$ cat src/rtl/pc_fetch_ctrl_pkg.sv
// ---------------------------------------------------------------------------
// riscv_fetch_pkg
// Shared types and constants for the fetch-side PC controller.
//   fetch_state_t : controller states (RUN, FLUSH, HALT, TRAP)
//   PC_STEP       : sequential fetch increment in bytes
//   ALIGN_MASK    : value the low two target bits must hold for a word fetch
//   target_ok()   : true when a redirect target is word aligned and fits in
//                   the pc_w-bit instruction address space
// ---------------------------------------------------------------------------
package riscv_fetch_pkg;

    typedef enum logic [1:0] {
        RUN   = 2'd0,
        FLUSH = 2'd1,
        HALT  = 2'd2,
        TRAP  = 2'd3
    } fetch_state_t;

    localparam int         PC_STEP    = 4;
    localparam logic [1:0] ALIGN_MASK = 2'b00;

    function automatic logic target_ok(input logic [31:0] tgt, input int unsigned pc_w);
        logic [31:0] upper;
        upper = tgt >> pc_w;
        return (tgt[1:0] == ALIGN_MASK) && (upper == 32'd0);
    endfunction

endpackage

$ cat src/rtl/pc_fetch_ctrl_if.sv
// ---------------------------------------------------------------------------
// pc_fetch_ctrl_if
// Bundle between the branch/hazard side and the fetch controller.
//   master : drives stall, PcSel, BrPC, halt_req; observes fetch outputs
//   slave  : the fetch controller (consumes requests, drives pc_out, flushes,
//            trap status and the redirect counter)
// ---------------------------------------------------------------------------
interface pc_fetch_ctrl_if #(
    parameter int PC_W  = 9,
    parameter int CNT_W = 16
);
    logic              stall;
    logic              PcSel;
    logic [31:0]       BrPC;
    logic              halt_req;
    logic [PC_W-1:0]   pc_out;
    logic              fetch_valid;
    logic              flush_ifid;
    logic              flush_idex;
    logic              misalign_trap;
    logic [31:0]       trap_pc;
    logic [CNT_W-1:0]  redirect_cnt;

    modport master (
        output stall, PcSel, BrPC, halt_req,
        input  pc_out, fetch_valid, flush_ifid, flush_idex,
               misalign_trap, trap_pc, redirect_cnt
    );

    modport slave (
        input  stall, PcSel, BrPC, halt_req,
        output pc_out, fetch_valid, flush_ifid, flush_idex,
               misalign_trap, trap_pc, redirect_cnt
    );
endinterface

$ cat src/rtl/pc_fetch_ctrl_sat_counter.sv
// ---------------------------------------------------------------------------
// sat_counter
// W-bit up counter that sticks at all-ones.
//   clk   : rising-edge clock
//   clr_n : synchronous active-low clear (wins over inc)
//   inc   : count one event this cycle
//   cnt   : registered count
// ---------------------------------------------------------------------------
module sat_counter #(
    parameter int W = 16
) (
    input  logic         clk,
    input  logic         clr_n,
    input  logic         inc,
    output logic [W-1:0] cnt
);
    logic [W-1:0] cnt_q;
    logic [W-1:0] cnt_d;

    always_comb begin
        cnt_d = cnt_q;
        if (inc && (cnt_q != '1)) begin
            cnt_d = cnt_q + W'(1);
        end
    end

    always_ff @(posedge clk) begin
        if (!clr_n) begin
            cnt_q <= '0;
        end else begin
            cnt_q <= cnt_d;
        end
    end

    assign cnt = cnt_q;

endmodule

$ cat src/rtl/pc_fetch_ctrl.sv
// ---------------------------------------------------------------------------
// pc_fetch_ctrl
// Program-counter owner for the fetch stage. Steps the PC by 4, loads branch
// and jump targets from the branch unit, squashes wrong-path IF/ID and ID/EX
// contents, honours hazard stalls and halt requests, and traps on redirect
// targets that are misaligned or outside the PC_W address space.
//   clk   : core clock, all state on the rising edge
//   reset : synchronous, active low
//   bus   : slave side of pc_fetch_ctrl_if
//           in : stall, PcSel, BrPC, halt_req
//           out: pc_out, fetch_valid, flush_ifid, flush_idex,
//                misalign_trap, trap_pc, redirect_cnt (all registered)
// ---------------------------------------------------------------------------
module pc_fetch_ctrl
    import riscv_fetch_pkg::*;
#(
    parameter int              PC_W     = 9,
    parameter logic [PC_W-1:0] RESET_PC = '0,
    parameter int              CNT_W    = 16
) (
    input  logic           clk,
    input  logic           reset,
    pc_fetch_ctrl_if.slave bus
);
    fetch_state_t    state_q, state_d;
    logic [PC_W-1:0] pc_q, pc_d;
    logic            fetch_valid_q, fetch_valid_d;
    logic            flush_ifid_q, flush_idex_q, flush_d;
    logic            misalign_trap_q, misalign_trap_d;
    logic [31:0]     trap_pc_q, trap_pc_d;
    logic            cnt_inc;
    logic [CNT_W-1:0] cnt;

    logic [PC_W-1:0] pc_next_seq;
    logic            tgt_good;

    assign pc_next_seq = pc_q + PC_W'(PC_STEP);
    assign tgt_good    = target_ok(bus.BrPC, PC_W);

    always_comb begin
        state_d         = state_q;
        pc_d            = pc_q;
        fetch_valid_d   = fetch_valid_q;
        flush_d         = 1'b0;
        misalign_trap_d = misalign_trap_q;
        trap_pc_d       = trap_pc_q;
        cnt_inc         = 1'b0;

        case (state_q)
            RUN: begin
                if (bus.PcSel && !tgt_good) begin
                    state_d         = TRAP;
                    fetch_valid_d   = 1'b0;
                    flush_d         = 1'b1;
                    misalign_trap_d = 1'b1;
                    trap_pc_d       = bus.BrPC;
                end else if (bus.PcSel) begin
                    // Redirect outranks both stall and halt; a still-pending
                    // halt is picked up on the next RUN cycle.
                    state_d       = FLUSH;
                    pc_d          = bus.BrPC[PC_W-1:0];
                    fetch_valid_d = 1'b1;
                    flush_d       = 1'b1;
                    cnt_inc       = 1'b1;
                end else if (bus.halt_req) begin
                    state_d       = HALT;
                    fetch_valid_d = 1'b0;
                end else if (bus.stall || !fetch_valid_q) begin
                    // !fetch_valid_q only in the first cycle out of reset:
                    // RESET_PC has not been presented as a real fetch yet,
                    // so hold it for one cycle instead of skipping it.
                    fetch_valid_d = 1'b1;
                end else begin
                    pc_d = pc_next_seq;
                end
            end
            FLUSH: begin
                // Branch resolves in EX; the instruction there is now a
                // bubble, so PcSel and halt_req from it are meaningless.
                state_d = RUN;
                if (!bus.stall) begin
                    pc_d = pc_next_seq;
                end
            end
            HALT: begin
                fetch_valid_d = 1'b0;
            end
            TRAP: begin
                fetch_valid_d = 1'b0;
            end
            default: begin
                state_d = RUN;
            end
        endcase
    end

    always_ff @(posedge clk) begin
        if (!reset) begin
            state_q         <= RUN;
            pc_q            <= RESET_PC;
            fetch_valid_q   <= 1'b0;
            flush_ifid_q    <= 1'b0;
            flush_idex_q    <= 1'b0;
            misalign_trap_q <= 1'b0;
            trap_pc_q       <= 32'd0;
        end else begin
            state_q         <= state_d;
            pc_q            <= pc_d;
            fetch_valid_q   <= fetch_valid_d;
            flush_ifid_q    <= flush_d;
            flush_idex_q    <= flush_d;
            misalign_trap_q <= misalign_trap_d;
            trap_pc_q       <= trap_pc_d;
        end
    end

    sat_counter #(
        .W (CNT_W)
    ) u_redirect_cnt (
        .clk   (clk),
        .clr_n (reset),
        .inc   (cnt_inc),
        .cnt   (cnt)
    );

    assign bus.pc_out        = pc_q;
    assign bus.fetch_valid   = fetch_valid_q;
    assign bus.flush_ifid    = flush_ifid_q;
    assign bus.flush_idex    = flush_idex_q;
    assign bus.misalign_trap = misalign_trap_q;
    assign bus.trap_pc       = trap_pc_q;
    assign bus.redirect_cnt  = cnt;

endmodule

$ cat src/flat_wrapper.sv
// flat-port wrapper written by rule: the top's interface ports become plain ports
module pc_fetch_ctrl_flat import riscv_fetch_pkg::*;
#(
    parameter int              PC_W     = 9,
    parameter logic [PC_W-1:0] RESET_PC = '0,
    parameter int              CNT_W    = 16
)
  (clk, reset, bus_stall, bus_PcSel, bus_BrPC, bus_halt_req, bus_pc_out, bus_fetch_valid, bus_flush_ifid, bus_flush_idex, bus_misalign_trap, bus_trap_pc, bus_redirect_cnt);
  pc_fetch_ctrl_if #(.PC_W(PC_W), .CNT_W(CNT_W)) bus_i ();
  input  logic clk;
  input  logic reset;
  input wire logic [$bits(bus_i.stall)-1:0] bus_stall;
  input wire logic [$bits(bus_i.PcSel)-1:0] bus_PcSel;
  input wire logic [$bits(bus_i.BrPC)-1:0] bus_BrPC;
  input wire logic [$bits(bus_i.halt_req)-1:0] bus_halt_req;
  output wire logic [$bits(bus_i.pc_out)-1:0] bus_pc_out;
  output wire logic [$bits(bus_i.fetch_valid)-1:0] bus_fetch_valid;
  output wire logic [$bits(bus_i.flush_ifid)-1:0] bus_flush_ifid;
  output wire logic [$bits(bus_i.flush_idex)-1:0] bus_flush_idex;
  output wire logic [$bits(bus_i.misalign_trap)-1:0] bus_misalign_trap;
  output wire logic [$bits(bus_i.trap_pc)-1:0] bus_trap_pc;
  output wire logic [$bits(bus_i.redirect_cnt)-1:0] bus_redirect_cnt;
  assign bus_i.stall = bus_stall;
  assign bus_i.PcSel = bus_PcSel;
  assign bus_i.BrPC = bus_BrPC;
  assign bus_i.halt_req = bus_halt_req;
  assign bus_pc_out = bus_i.pc_out;
  assign bus_fetch_valid = bus_i.fetch_valid;
  assign bus_flush_ifid = bus_i.flush_ifid;
  assign bus_flush_idex = bus_i.flush_idex;
  assign bus_misalign_trap = bus_i.misalign_trap;
  assign bus_trap_pc = bus_i.trap_pc;
  assign bus_redirect_cnt = bus_i.redirect_cnt;
  pc_fetch_ctrl #(.PC_W(PC_W), .RESET_PC(RESET_PC), .CNT_W(CNT_W)) u_core (.clk(clk), .reset(reset), .bus(bus_i));
endmodule
$ cat config.mk
export PLATFORM = sky130hd
export DESIGN_NAME = pc_fetch_ctrl_flat
export DESIGN_NICKNAME = d
export VERILOG_FILES = /design/src/rtl/pc_fetch_ctrl_pkg.sv /design/src/rtl/pc_fetch_ctrl_if.sv /design/src/rtl/pc_fetch_ctrl_sat_counter.sv /design/src/rtl/pc_fetch_ctrl.sv /design/src/flat_wrapper.sv
export SDC_FILE = /design/constraint.sdc
export NUM_CORES = 1
export LEC_CHECK = 0
export ABC_AREA = 1
export CAP_MARGIN = 10
export CORE_MARGIN = 10
export CORE_UTILIZATION = 42
export DETAILED_ROUTE_END_ITERATION = 8
export PLACE_DENSITY = 0.77
export SYNTH_ARGS = -nofsm -noshare
export SYNTH_HDL_FRONTEND = slang
export SYNTH_SLANG_ARGS = --single-unit
$ cat constraint.sdc
create_clock -name clk -period 1.4 [get_ports clk]
set_input_delay 0.28 -clock clk [delete_from_list [all_inputs] [get_ports clk]]
set_output_delay 0.28 -clock clk [all_outputs]
set_load 0.02 [all_outputs]
==> results.cfg <==
[cts]
clk_path_buf_depth = 2
cts.sinks = 62
htree_levels = 3
clk_latency_ps = 350
cts_buffers = 9
cts_root_buf = clkbuf_8
path_clk_slew_ps = 80
holdBufCountCts = 0
cts_tree = yes

[placed_design]
dpl-instance-area_sq_um = 4490
hpwl_um = 7330
dp_slack_ps = -619
gp_congestion = 0.872
post-place-cells = 660
port_buffers = 97

[critical_path]
worstPathRequired_ps = 1630
critPathMaxFanout = 7
cp-start-kind = flip-flop
cp_num_buf_inv = 0
end_kind = flip-flop
slowest_delay_ps = 370
path_common_cell = nor2_1
cp_top_family = simple AND/OR/NAND/NOR gates
critical_path_arrival_ps = 1840
crit_type = flip-flop to flip-flop
cpMaxStageDelayCell = dfxtp_4
crit_chain = ha_4 > nand2_2 > nor2_1 > nand2_1 > nor2_2 > nand2_2 > nand4_4 > nor2_2 > nor2_1 > nor2_1

[routing]
wl_per_cell_um = 16.0
dr.pass1.iters = 5
vias = 3709
first_iter_violations = 207
post_drt_via_cell_ratio = 5.12
postRouteAntennaNets = 0
routed_wl_um = 11600
drc = 0

[floorplanning]
fp.dieW_um = 105
die_area_sq_um = 11100
die_h_um = 105
rows = 31
ios = 98
start_util_pct = 42.6
core_region_area_sq_um = 7180

[synth]
synth_top_area_share_pct = 40.6
yosys-top-cells-area = dfxtp_1, nor2_1, nand2_1, o21ai_0, inv_1
ys_seq_area_share_pct = 40.6
synth_edf_count = 0
synth_async_sr_flop_share_pct = 0
netlist_area_sq_um = 3060
synth_cell_types = 35
syn_inst = 434
ys_ff_latch = 62
synth_nets = 473
synth_top_cell_by_area = dfxtp_1
ys_warn_count = 0
syn_area_per_cell_sq_um = 7.04
synth_ff_type = dfxtp_1

[grt]
grt_antenna_before_repair = 0
grt_remaining_overflow = 0
grtUsageTotal_pct = 18.4
grt_max_degree = 31
grt_pass1_wl_um = 17000
grt_pass1_vias = 3563

[finish]
antenna_cells = 0
post-route-util_pct = 74.1
nNetsFinal = 660
syn_to_final_growth_pct = 73.8
layout-drive-gt1-share_pct = 35.5
final_cell_area_sq_um = 5310
fin_cells = 725

[timing]
skew_ps = 11.7
slew-limit-headroom_pct = 69.4
hold_violations = 0
fin_crit_sh_pct = 115
tns_ps = -1500
timing.final.ws_setup_ps = -207
min_period_ps = 1610
worst_pin_slew_ps = 459
fmax_mhz = 622
maxSlewViolCount = 0
rsz0062_at_grt = true
setup_viol = 17

[status]
status = finished with violations
violations = setup timing

[power_and_ir_drop]
powerDensity_nw_per_um2 = 887
leakagePower_uw = 0.00257
ir_drop_uv = 522

[flow_run]
drv_cap = 0

[min_path]
hp-class = input port to flip-flop
==> worst register-to-register path: stages, from the launching register on <==
cell,delay (ps)
dfxtp_4,370
ha_4,150
nand2_2,50
nor2_1,120
nand2_1,100
nor2_2,160
nand2_2,120
nand4_4,150
nor2_2,50
nor2_1,150
nor2_1,70
==> power breakdown <==
part           switching (uW)  internal (uW)  total (uW)
registers                76.9           1880        1960
logic                     632            487        1120
clock network             764            871        1640
total                    1470           3240        4720
==> routing by layer <==
| layer | global-route usage [%] | vias up | part of all wire, % |
|---|---|---|---|
| met5 | 0 | - | 0 |
| met4 | 8.63 | 0 | 3.4 |
| met3 | 3.71 | 43 | 5.3 |
| met2 | 33.6 | 150 | 53 |
| met1 | 19.8 | 1743 | 38 |
| li1 | - | 1773 | - |
==> synth_stat cells (all sizes together) (2+ instances only) <==
cell type,instances
a21oi,31
nand4,19
o21ai,42
nor3,4
buf,13
xor2,5
clkbuf,3
nand3,22
nor2,89
ha,2
inv,55
nand2,79
nand3b,2
dfxtp,62
xnor2,2
==> layout by cell type, fill, tap and decap left out, drive strengths merged, types with 2 or more instances in the layout <==
master,count
clkbuf,17
nor2,90
o21ai,42
xor2,5
dfxtp,62
clkinvlp,2
nand2,79
a21oi,31
nand3b,2
ha,2
nand3,22
inv,55
clkinv,2
buf,94
clkdlybuf4s50,8
dlymetal6s2s,2
nor3,4
nand4,19
clkdlybuf4s15,14
xnor2,2
dlygate4sd2,67
==> worst paths after layout <==
check	from	to	slack [ps]	cells after the start
hold reg to reg	u_core.bus.pc_out[1]$_SDFFE_PN0P_	u_core.bus.pc_out[1]$_SDFFE_PN0P_	460	2
setup / recovery	u_core.u_redirect_cnt.cnt[0]$_SDFFE_PN0P_	u_core.u_redirect_cnt.cnt[7]$_SDFFE_PN0P_	-210	10
setup reg to reg	u_core.u_redirect_cnt.cnt[0]$_SDFFE_PN0P_	u_core.u_redirect_cnt.cnt[7]$_SDFFE_PN0P_	-210	10
hold / removal	bus_BrPC[20]	u_core.bus.trap_pc[20]$_SDFFE_PN0P_	270	3
==> kinds of logic (layout without fill, tap and decap cells) <==
group                    Yosys count  in the layout  synth area share, %
XOR/XNOR                           7              7                 2.01
multiplexers                       1              1                0.327
adder cells (fa/ha/maj)            2              2                0.819
AND/OR/NAND/NOR                  215            216                 33.1
AO/OA/AOI/OAI                     76             76                 12.6
flip-flops                        62             62                 40.6
buffers and inverters             71            262                 10.6
==> stage by stage <==
stage | power, uW | hold slack (ps)
4_1_cts | 4610 | 260
3_5_place_dp | 3050 | 457
5_1_grt | 4900 | 282
2_1_floorplan | 2510 | 408
3_3_place_gp | 3020 | 445
6_report | 4720 | 265
==> registers in the layout (all words and copies together), names as in the netlist <==
name	count
u_core.bus.fetch_valid	1
u_core.bus.flush_ifid	1
u_core.bus.misalign_trap	1
u_core.bus.pc_out	9
u_core.bus.trap_pc	32
u_core.state_q	2
u_core.u_redirect_cnt.cnt	16
==> area by class of cell <==
type / instances / area, sq um
clock buffer: 11 / 141
clock inverter: 5 / 58.8
fill: 498 / 1860
inverter: 55 / 221
multi-input combinational: 302 / 1810
sequential: 62 / 1270
tap: 99 / 124
timing repair buffer: 191 / 1690
==> repair_timing <==
action                                  CTS  global route
pin swaps                                40            29
buffers inserted                         38            10
resized for setup                       133            98
cloned                                    2             1
endpoints found under the setup margin  120            62
(Power assumes the default switching activity.)
